### config.mk
export PLATFORM = sky130hd
export DESIGN_NAME = ghoul_swarm_flat
export DESIGN_NICKNAME = d
export VERILOG_FILES = /design/src/rtl/ghoul_pkg.sv /design/src/rtl/ghoul_if.sv /design/src/rtl/ghoul_unit.sv /design/src/rtl/ghoul_swarm.sv /design/src/flat_wrapper.sv
export SDC_FILE = /design/constraint.sdc
export NUM_CORES = 1
export LEC_CHECK = 0
export CORE_UTILIZATION = 45
export CTS_BUF_LIST = sky130_fd_sc_hd__clkbuf_4 sky130_fd_sc_hd__clkbuf_8 sky130_fd_sc_hd__clkbuf_16
export CTS_CLUSTER_DIAMETER = 80
export CTS_CLUSTER_SIZE = 14
export DETAILED_ROUTE_END_ITERATION = 8
export SLEW_MARGIN = 20
export SYNTH_ARGS = -nofsm -noshare
export SYNTH_HDL_FRONTEND = slang
export SYNTH_HIERARCHICAL = 1
export SYNTH_SLANG_ARGS = --single-unit
### constraint.sdc
create_clock -name clk -period 6.9 [get_ports clk]
set_clock_uncertainty 0.05 [all_clocks]
set_input_delay 1.38 -clock clk [delete_from_list [all_inputs] [get_ports clk]]
set_output_delay 1.38 -clock clk [all_outputs]
set_load 0.02 [all_outputs]
### src/rtl/ghoul_pkg.sv
// Shared types and constants for the ghoul swarm: state encoding, screen bounds, spawn layout, colours.
package ghoul_pkg;

    typedef enum logic [1:0] {ALIVE, FLASH, DEAD} ghoul_state_e;

    localparam int unsigned SCREEN_W  = 640;
    localparam int unsigned SCREEN_H  = 480;
    localparam int unsigned X_MIN     = 0;
    localparam int unsigned X_MAX     = SCREEN_W - 1;
    localparam int unsigned Y_MIN     = 0;
    localparam int unsigned Y_MAX     = SCREEN_H - 1;
    localparam int unsigned X_START   = 100;
    localparam int unsigned X_SPACING = 100;
    localparam int unsigned Y_START   = 150;
    localparam int unsigned X_W       = 10;
    localparam int unsigned Y_W       = 9;

    typedef struct packed {
        logic [7:0] r;
        logic [7:0] g;
        logic [7:0] b;
    } rgb_t;

    localparam rgb_t COL_ALIVE = '{r: 8'h60, g: 8'hA0, b: 8'h60};
    localparam rgb_t COL_FLASH = '{r: 8'hFF, g: 8'hFF, b: 8'hFF};
    localparam rgb_t COL_NONE  = '{r: 8'h00, g: 8'h00, b: 8'h00};

endpackage

### src/rtl/ghoul_if.sv
// Bullet/pixel inputs and event/colour outputs between the swarm and the game fabric.
interface ghoul_if
    import ghoul_pkg::*;
#(
    parameter int unsigned CNT_W = 2
) ();
    logic             enable;
    logic [X_W-1:0]   bullet_x;
    logic [Y_W-1:0]   bullet_y;
    logic             bullet_active;
    logic [X_W-1:0]   x;
    logic [Y_W-1:0]   y;
    logic             bullet_hit;
    logic             kill_pulse;
    logic [CNT_W-1:0] alive_count;
    logic             ghoul_pix;
    logic [7:0]       ghoul_r;
    logic [7:0]       ghoul_g;
    logic [7:0]       ghoul_b;

    modport master (
        output enable, bullet_x, bullet_y, bullet_active, x, y,
        input  bullet_hit, kill_pulse, alive_count, ghoul_pix, ghoul_r, ghoul_g, ghoul_b
    );

    modport slave (
        input  enable, bullet_x, bullet_y, bullet_active, x, y,
        output bullet_hit, kill_pulse, alive_count, ghoul_pix, ghoul_r, ghoul_g, ghoul_b
    );
endinterface

### src/rtl/ghoul_unit.sv
// One ghoul: state FSM, health, flash/respawn timer, bouncing position, hit-box and sprite flags.
module ghoul_unit
    import ghoul_pkg::*;
#(
    parameter int unsigned IDX           = 0,
    parameter int unsigned GHOUL_WIDTH   = 16,
    parameter int unsigned GHOUL_HEIGHT  = 16,
    parameter int unsigned MAX_HEALTH    = 3,
    parameter int unsigned FLASH_TICKS   = 4,
    parameter int unsigned RESPAWN_TICKS = 64,
    parameter int unsigned SPAWN_X       = 100,
    parameter int unsigned SPAWN_Y       = 150
) (
    input  logic           clk,
    input  logic           reset_n,
    input  logic           tick_i,
    input  logic           hit_i,
    input  logic [X_W-1:0] bullet_x_i,
    input  logic [Y_W-1:0] bullet_y_i,
    input  logic [X_W-1:0] x_i,
    input  logic [Y_W-1:0] y_i,
    output logic           hittable_c,
    output logic           kill_c,
    output logic           pix_c,
    output logic           flash_c,
    output logic           live_c
);
    localparam int unsigned HW   = $clog2(MAX_HEALTH + 1);
    localparam int unsigned TMAX = (FLASH_TICKS > RESPAWN_TICKS) ? FLASH_TICKS : RESPAWN_TICKS;
    localparam int unsigned TW   = (TMAX < 1) ? 1 : $clog2(TMAX + 1);
    localparam logic        DY0_NEG = 1'(IDX % 2);
    localparam logic signed [11:0] X_LO = 12'(X_MIN);
    localparam logic signed [11:0] X_HI = 12'(X_MAX - GHOUL_WIDTH + 1);
    localparam logic signed [11:0] Y_LO = 12'(Y_MIN);
    localparam logic signed [11:0] Y_HI = 12'(Y_MAX - GHOUL_HEIGHT + 1);

    ghoul_state_e    state_q, state_d;
    logic [HW-1:0]   health_q, health_d;
    logic [TW-1:0]   timer_q, timer_d;
    logic [X_W-1:0]  gx_q, gx_d;
    logic [Y_W-1:0]  gy_q, gy_d;
    logic            dxn_q, dxn_d, dyn_q, dyn_d;
    logic signed [11:0] nx_c, ny_c;
    logic            bul_in_c, pix_in_c;

    // Inclusive sprite boxes against the registered position
    assign bul_in_c = ({1'b0, bullet_x_i} >= {1'b0, gx_q}) &&
                      ({1'b0, bullet_x_i} <= {1'b0, gx_q} + 11'(GHOUL_WIDTH - 1)) &&
                      ({1'b0, bullet_y_i} >= {1'b0, gy_q}) &&
                      ({1'b0, bullet_y_i} <= {1'b0, gy_q} + 10'(GHOUL_HEIGHT - 1));
    assign pix_in_c = ({1'b0, x_i} >= {1'b0, gx_q}) &&
                      ({1'b0, x_i} <= {1'b0, gx_q} + 11'(GHOUL_WIDTH - 1)) &&
                      ({1'b0, y_i} >= {1'b0, gy_q}) &&
                      ({1'b0, y_i} <= {1'b0, gy_q} + 10'(GHOUL_HEIGHT - 1));

    assign hittable_c = (state_q == ALIVE) && bul_in_c;
    assign kill_c     = hit_i && (state_q == ALIVE) && (health_q <= HW'(1));
    assign pix_c      = (state_q != DEAD) && pix_in_c;
    assign flash_c    = (state_q == FLASH);
    assign live_c     = (state_q != DEAD);

    always_ff @(posedge clk or negedge reset_n) begin
        if (!reset_n) begin
            state_q  <= ALIVE;
            health_q <= HW'(MAX_HEALTH);
            timer_q  <= '0;
            gx_q     <= X_W'(SPAWN_X);
            gy_q     <= Y_W'(SPAWN_Y);
            dxn_q    <= 1'b0;
            dyn_q    <= DY0_NEG;
        end else begin
            state_q  <= state_d;
            health_q <= health_d;
            timer_q  <= timer_d;
            gx_q     <= gx_d;
            gy_q     <= gy_d;
            dxn_q    <= dxn_d;
            dyn_q    <= dyn_d;
        end
    end

    always_comb begin
        state_d  = state_q;
        health_d = health_q;
        timer_d  = timer_q;
        gx_d     = gx_q;
        gy_d     = gy_q;
        dxn_d    = dxn_q;
        dyn_d    = dyn_q;
        nx_c     = $signed({2'b00, gx_q}) + (dxn_q ? -12'sd1 : 12'sd1);
        ny_c     = $signed({3'b000, gy_q}) + (dyn_q ? -12'sd1 : 12'sd1);

        // A step that would leave the arena reverses direction and holds position for this tick
        if (tick_i && (state_q != DEAD)) begin
            if ((nx_c < X_LO) || (nx_c > X_HI)) dxn_d = ~dxn_q;
            else                                gx_d  = X_W'(nx_c);
            if ((ny_c < Y_LO) || (ny_c > Y_HI)) dyn_d = ~dyn_q;
            else                                gy_d  = Y_W'(ny_c);
        end

        case (state_q)
            ALIVE: begin
                if (hit_i) begin
                    if (health_q > HW'(1)) begin
                        state_d  = FLASH;
                        health_d = health_q - HW'(1);
                        timer_d  = TW'(FLASH_TICKS);
                    end else begin
                        state_d  = DEAD;
                        health_d = '0;
                        timer_d  = TW'(RESPAWN_TICKS);
                    end
                end
            end
            FLASH: begin
                if (tick_i) begin
                    if (timer_q <= TW'(1)) state_d = ALIVE;
                    else                   timer_d = timer_q - TW'(1);
                end
            end
            DEAD: begin
                if ((RESPAWN_TICKS != 0) && tick_i) begin
                    if (timer_q <= TW'(1)) begin
                        state_d  = ALIVE;
                        health_d = HW'(MAX_HEALTH);
                        gx_d     = X_W'(SPAWN_X);
                        gy_d     = Y_W'(SPAWN_Y);
                        dxn_d    = 1'b0;
                        dyn_d    = DY0_NEG;
                    end else begin
                        timer_d  = timer_q - TW'(1);
                    end
                end
            end
            default: state_d = ALIVE;
        endcase
    end

endmodule

### src/rtl/ghoul_swarm.sv
// Enemy manager top: move-tick divider, lowest-index hit arbitration, one-hit-per-bullet lock,
// event pulses, alive counter and priority sprite render.
module ghoul_swarm
    import ghoul_pkg::*;
#(
    parameter int unsigned NUM_GHOULS    = 3,
    parameter int unsigned GHOUL_WIDTH   = 16,
    parameter int unsigned GHOUL_HEIGHT  = 16,
    parameter int unsigned MAX_HEALTH    = 3,
    parameter int unsigned MOVE_DIV      = 500000,
    parameter int unsigned FLASH_TICKS   = 4,
    parameter int unsigned RESPAWN_TICKS = 64,
    parameter int unsigned SPAWN_X0      = X_START,
    parameter int unsigned SPAWN_DX      = X_SPACING,
    parameter int unsigned SPAWN_Y       = Y_START
) (
    input  logic clk,
    input  logic reset_n,
    ghoul_if.slave bus
);
    localparam int unsigned CW = $clog2(NUM_GHOULS + 1);
    localparam int unsigned DW = $clog2(MOVE_DIV);

    logic [DW-1:0]         div_q, div_d;
    logic                  hit_lock_q, hit_lock_d;
    logic                  bullet_hit_q, kill_pulse_q;
    logic [CW-1:0]         alive_count_q, alive_cnt_c;
    logic                  tick_c, qualify_c, found_c;
    logic [NUM_GHOULS-1:0] hittable_c, hit_c, kill_c, pix_c, flash_c, live_c;
    rgb_t                  col_c;
    logic                  any_pix_c;

    assign tick_c    = bus.enable && (div_q == DW'(MOVE_DIV - 1));
    assign qualify_c = bus.enable && bus.bullet_active && !hit_lock_q;

    for (genvar gi = 0; gi < NUM_GHOULS; gi++) begin : g_ghoul
        ghoul_unit #(
            .IDX           (gi),
            .GHOUL_WIDTH   (GHOUL_WIDTH),
            .GHOUL_HEIGHT  (GHOUL_HEIGHT),
            .MAX_HEALTH    (MAX_HEALTH),
            .FLASH_TICKS   (FLASH_TICKS),
            .RESPAWN_TICKS (RESPAWN_TICKS),
            .SPAWN_X       (SPAWN_X0 + gi * SPAWN_DX),
            .SPAWN_Y       (SPAWN_Y)
        ) u_ghoul (
            .clk        (clk),
            .reset_n    (reset_n),
            .tick_i     (tick_c),
            .hit_i      (hit_c[gi]),
            .bullet_x_i (bus.bullet_x),
            .bullet_y_i (bus.bullet_y),
            .x_i        (bus.x),
            .y_i        (bus.y),
            .hittable_c (hittable_c[gi]),
            .kill_c     (kill_c[gi]),
            .pix_c      (pix_c[gi]),
            .flash_c    (flash_c[gi]),
            .live_c     (live_c[gi])
        );
    end

    // Lowest-index hittable ghoul takes the bullet; the lock holds until the bullet retires
    always_comb begin
        hit_c   = '0;
        found_c = 1'b0;
        for (int i = 0; i < NUM_GHOULS; i++) begin
            if (!found_c && qualify_c && hittable_c[i]) begin
                hit_c[i] = 1'b1;
                found_c  = 1'b1;
            end
        end
        if (!bus.bullet_active) hit_lock_d = 1'b0;
        else if (found_c)       hit_lock_d = 1'b1;
        else                    hit_lock_d = hit_lock_q;
        div_d = div_q;
        if (bus.enable) div_d = tick_c ? '0 : div_q + DW'(1);
        alive_cnt_c = '0;
        for (int i = 0; i < NUM_GHOULS; i++) alive_cnt_c = alive_cnt_c + CW'(live_c[i]);
    end

    always_ff @(posedge clk or negedge reset_n) begin
        if (!reset_n) begin
            div_q         <= '0;
            hit_lock_q    <= 1'b0;
            bullet_hit_q  <= 1'b0;
            kill_pulse_q  <= 1'b0;
            alive_count_q <= CW'(NUM_GHOULS);
        end else begin
            div_q         <= div_d;
            hit_lock_q    <= hit_lock_d;
            bullet_hit_q  <= found_c;
            kill_pulse_q  <= |kill_c;
            alive_count_q <= alive_cnt_c;
        end
    end

    // Walk from the highest index down so the lowest visible ghoul owns the pixel
    always_comb begin
        any_pix_c = 1'b0;
        col_c     = COL_NONE;
        for (int i = NUM_GHOULS - 1; i >= 0; i--) begin
            if (pix_c[i]) begin
                any_pix_c = 1'b1;
                col_c     = flash_c[i] ? COL_FLASH : COL_ALIVE;
            end
        end
    end

    assign bus.bullet_hit  = bullet_hit_q;
    assign bus.kill_pulse  = kill_pulse_q;
    assign bus.alive_count = alive_count_q;
    assign bus.ghoul_pix   = any_pix_c;
    assign bus.ghoul_r     = col_c.r;
    assign bus.ghoul_g     = col_c.g;
    assign bus.ghoul_b     = col_c.b;

endmodule

### src/flat_wrapper.sv
// flat-port wrapper written by rule: the top's interface ports become plain ports
module ghoul_swarm_flat import ghoul_pkg::*;
#(
    parameter int unsigned NUM_GHOULS    = 3,
    parameter int unsigned GHOUL_WIDTH   = 16,
    parameter int unsigned GHOUL_HEIGHT  = 16,
    parameter int unsigned MAX_HEALTH    = 3,
    parameter int unsigned MOVE_DIV      = 500000,
    parameter int unsigned FLASH_TICKS   = 4,
    parameter int unsigned RESPAWN_TICKS = 64,
    parameter int unsigned SPAWN_X0      = X_START,
    parameter int unsigned SPAWN_DX      = X_SPACING,
    parameter int unsigned SPAWN_Y       = Y_START
)
  (clk, reset_n, bus_enable, bus_bullet_x, bus_bullet_y, bus_bullet_active, bus_x, bus_y, bus_bullet_hit, bus_kill_pulse, bus_alive_count, bus_ghoul_pix, bus_ghoul_r, bus_ghoul_g, bus_ghoul_b);
  ghoul_if #(.CNT_W(2)) bus_i ();
  input  logic clk;
  input  logic reset_n;
  input wire logic [$bits(bus_i.enable)-1:0] bus_enable;
  input wire logic [$bits(bus_i.bullet_x)-1:0] bus_bullet_x;
  input wire logic [$bits(bus_i.bullet_y)-1:0] bus_bullet_y;
  input wire logic [$bits(bus_i.bullet_active)-1:0] bus_bullet_active;
  input wire logic [$bits(bus_i.x)-1:0] bus_x;
  input wire logic [$bits(bus_i.y)-1:0] bus_y;
  output wire logic [$bits(bus_i.bullet_hit)-1:0] bus_bullet_hit;
  output wire logic [$bits(bus_i.kill_pulse)-1:0] bus_kill_pulse;
  output wire logic [$bits(bus_i.alive_count)-1:0] bus_alive_count;
  output wire logic [$bits(bus_i.ghoul_pix)-1:0] bus_ghoul_pix;
  output wire logic [$bits(bus_i.ghoul_r)-1:0] bus_ghoul_r;
  output wire logic [$bits(bus_i.ghoul_g)-1:0] bus_ghoul_g;
  output wire logic [$bits(bus_i.ghoul_b)-1:0] bus_ghoul_b;
  assign bus_i.enable = bus_enable;
  assign bus_i.bullet_x = bus_bullet_x;
  assign bus_i.bullet_y = bus_bullet_y;
  assign bus_i.bullet_active = bus_bullet_active;
  assign bus_i.x = bus_x;
  assign bus_i.y = bus_y;
  assign bus_bullet_hit = bus_i.bullet_hit;
  assign bus_kill_pulse = bus_i.kill_pulse;
  assign bus_alive_count = bus_i.alive_count;
  assign bus_ghoul_pix = bus_i.ghoul_pix;
  assign bus_ghoul_r = bus_i.ghoul_r;
  assign bus_ghoul_g = bus_i.ghoul_g;
  assign bus_ghoul_b = bus_i.ghoul_b;
  ghoul_swarm #(.NUM_GHOULS(NUM_GHOULS), .GHOUL_WIDTH(GHOUL_WIDTH), .GHOUL_HEIGHT(GHOUL_HEIGHT), .MAX_HEALTH(MAX_HEALTH), .MOVE_DIV(MOVE_DIV), .FLASH_TICKS(FLASH_TICKS), .RESPAWN_TICKS(RESPAWN_TICKS), .SPAWN_X0(SPAWN_X0), .SPAWN_DX(SPAWN_DX), .SPAWN_Y(SPAWN_Y)) u_core (.clk(clk), .reset_n(reset_n), .bus(bus_i));
endmodule
==> flow_metrics.tcl <==
set metrics [dict create \
    fin_crit_ns 6.51 \
    syn-num-nets 2076 \
    post_cts_resized 0 \
    r2r_slack_ns 1.28 \
    clkSinkCount 120 \
    fp-row-count 66 \
    die_height_um 185 \
    ys_types 105 \
    end_kind "output pin" \
    portBuffers 70 \
    start_util_pct 45.9 \
    hp-start "u_core/hit_lock_q" \
    slowest_delay_ns 0.67 \
    drc 0 \
    cts_inserted_buffers 17 \
    status "finished, final reports clean" \
    whs_ns 0.434 \
    min_to "u_core/hit_lock_q" \
    crit_type "input port to output pin" \
    design_area_mm2 0.0167 \
    rsz0062_at_grt "false" \
    synthesis.area_mm2 0.0150 \
    cts_max_level 4 \
    reg2reg_to "u_core/g_ghoul[1].u_ghoul/timer_q[5]" \
    vias_per_cell 5.80 \
    cts.path.max_buffers 2 \
    yosys_warnings 6 \
    grt-ovfl-total 0 \
    drive_gt1_share_pct 7.70 \
    routed_wl_mm 40.2 \
    clk_latency_ns 0.44 \
    async_reset_ff_share_pct 100 \
    synthCells 1714 \
    first_global_vias 12900 \
    period_share_pct 94.3 \
    setup-violations-final 0 \
    worst_pin_slew_ns 1.13 \
    slew_viol_final 0 \
    initialDrtViolationCount 685 \
    worstPathRequired_ns 5.47 \
    ys_seq_elements 120 \
    diodes 0 \
    hold_buffers 0 \
    crit_path_max_fanout 18 \
    relSlewSlack_pct 24.2 \
    post_cts_buffers 0 \
    synth_top_flop_cell "dfrtp_1" \
    wl_per_cell_um 18.0 \
    place.gp.congestion 0.875 \
    dr_total_vias 13000 \
    fmax_mhz 154 \
    nFillCells 3148 \
    cts-root-buf "clkbuf_16" \
    r2r_start "u_core/g_ghoul[1].u_ghoul/gx_q[0]" \
    coreArea_mm2 0.0327 \
    grt_pass1_wl_mm 66.7 \
    antenna_found_initial 0 \
    syn_avg_cell_area_um2 8.76 \
    critPathLaunchType "input port" \
    cts_tree "yes" \
    grt_max_degree 62 \
    vdd_drop_max_uv 182 \
    crit_slowest_cell "clkdlybuf4s50_1" \
    max-cap-violations 0 \
    hold_depth 1 \
    worst_hold_path_type "flip-flop to flip-flop" \
    powerDensity_mw_per_mm2 120 \
    synth_edf_count 0 \
    nets 2141 \
    ff2ff_path_depth 20 \
    hold_viol 0 \
    track_usage_pct 24.8 \
    dr.pass1.iters 5 \
    p_leak_nw 7.56 \
    worstPathArrival_ns 5.08 \
    die-area_mm2 0.0341 \
    placed_area_mm2 0.0161 \
    setup-tns-final_ns 0 \
    io_pins 71 \
    clkTransAtPathRegs_ns 0.06 \
    crit_chain "clkdlybuf4s50_1, ha_1, a21o_1, a21o_1, a21oi_1, nor2b_1, o31a_1, o221a_2, a2111oi_0, nand2_1, o21ai_1, buf_4, clkdlybuf4s50_1" \
    dp_hpwl_mm 31.8 \
    ant_nets 0 \
    synthToLayoutAreaGrowth_pct 11.3 \
    ys_seq_area_share_pct 20.3 \
    die_x_um 185 \
]
==> worst max-delay path: cells and delay by family <==
kind / cells / cell delay (ns)
fa+ha+maj: 1 / 0.31
simple gates: 2 / 0.17
compound gates: 7 / 1.66
buf+inv: 3 / 1.55
==> cells in the final DEF, fill, tap and decap left out, types with 61 or more instances in the layout <==
| cell type | n |
|---|---|
| o21ai_0 | 95 |
| a21oi_1 | 93 |
| nand2_1 | 123 |
| dfrtp_1 | 89 |
| ha_1 | 313 |
| nor2_1 | 115 |
| nand3_1 | 61 |
| inv_1 | 125 |
| clkdlybuf4s50_1 | 69 |
| xnor2_1 | 75 |
==> per-stage QoR <==
stage / instances / setup WS [ns] / power (W) / utilization, %
floorplan: 1714 / 0.766 / 0.000934 / -
global route: 2234 / 0.0926 / 0.00210 / 51.1
finish: 2234 / 0.392 / 0.00200 / 51.1
detailed placement: 2202 / 0.409 / 0.00107 / 49.3
global placement: 2202 / 0.432 / 0.00107 / 49.3
CTS: 2234 / 0.402 / 0.00202 / 51.1
==> synthesized netlist by cell type (8+ instances only) <==
cell | count | area share, %
inv_1 | 125 | 3.1
ha_1 | 313 | 26
clkbuf_1 | 9 | 0.23
nand2b_1 | 19 | 0.79
o2111ai_1 | 13 | 0.76
nand2_1 | 123 | 3.1
a21o_1 | 27 | 1.4
o21a_1 | 36 | 1.8
o311ai_0 | 8 | 0.47
a211oi_1 | 20 | 1.0
o21ai_0 | 96 | 3.2
nor2_1 | 116 | 2.9
nor4_1 | 10 | 0.42
a21oi_1 | 93 | 3.1
dfstp_2 | 31 | 5.4
o21ai_1 | 12 | 0.40
nand4_1 | 26 | 1.1
o211ai_1 | 21 | 1.1
xnor2_1 | 75 | 4.4
buf_4 | 24 | 1.2
xor2_1 | 25 | 1.5
and3_1 | 19 | 0.79
mux2i_1 | 24 | 1.6
nand3_1 | 61 | 2.0
a31oi_1 | 12 | 0.50
dfrtp_1 | 89 | 15
or4_1 | 8 | 0.40
o31ai_1 | 10 | 0.50
a21boi_0 | 12 | 0.60
nor3_1 | 41 | 1.4
a2111oi_0 | 10 | 0.58
nor2b_1 | 26 | 1.1
==> sequential cells by signal (all words and copies together), names as in the netlist <==
register                         flops
u_core/g_ghoul.u_ghoul/state_q       6
u_core/g_ghoul.u_ghoul/health_q      6
u_core/bus.kill_pulse                1
u_core/g_ghoul.u_ghoul/dyn_q         3
u_core/div_q                        19
u_core/g_ghoul.u_ghoul/dxn_q         3
u_core/bus.bullet_hit                1
u_core/g_ghoul.u_ghoul/timer_q      21
u_core/bus.alive_count               2
u_core/g_ghoul.u_ghoul/gy_q         27
u_core/g_ghoul.u_ghoul/gx_q         30
u_core/hit_lock_q                    1
==> cell type report <==
class                   instances  area, µm²  share of cell area (%)
multi-input cells            1427      11200                    67.1
flip-flops and latches        120       3040                    18.2
repair buffers                 87        826                    4.94
well taps                     442        553                    3.31
inverters                     126        473                    2.83
clock buffers                  18        433                    2.59
clock inverters                14        163                   0.973
==> worst max-delay path by stage <==
| stage | end | from |
|---|---|---|
| 3_3_place_gp | bus_ghoul_g[3] | bus_x[5] |
| 6_report | bus_ghoul_r[3] | bus_x[5] |
| 5_1_grt | bus_ghoul_b[0] | u_core/g_ghoul[1].u_ghoul/gx_q[0] |
| 4_1_cts | bus_ghoul_r[0] | bus_x[5] |
| 2_1_floorplan | bus_ghoul_b[1] | bus_x[5] |
| 3_5_place_dp | bus_ghoul_r[0] | bus_x[5] |
==> power by group <==
| part | total [W] | switching, W | internal (W) | leakage (nW) |
|---|---|---|---|---|
| Sequential | 0.000760 | 0.0000289 | 0.000731 | 1.46 |
| Clock | 0.000936 | 0.000391 | 0.000545 | 0.292 |
| Combinational | 0.000307 | 0.000181 | 0.000126 | 5.81 |
==> cell families after synthesis <==
logic type	count (synthesis)	share of synthesized area, %
DFF	120	20.3
muxes	29	2.08
and+or+nand+nor	499	16.8
buffers and inverters	167	5.04
AOI/OAI and AO/OA	478	22.9
xor gates and xnor gates	101	5.94
adders and majority gates	320	27.0
==> routing by layer <==
metal	up-vias	part of all wire [%]	global-route usage [%]
met5	-	0	0
met4	0	2.7	8.13
met3	46	3.0	2.92
met2	231	45	40.5
met1	6164	49	33.7
li1	6511	-	-
Note: power is estimated with default switching activity, not from simulation.
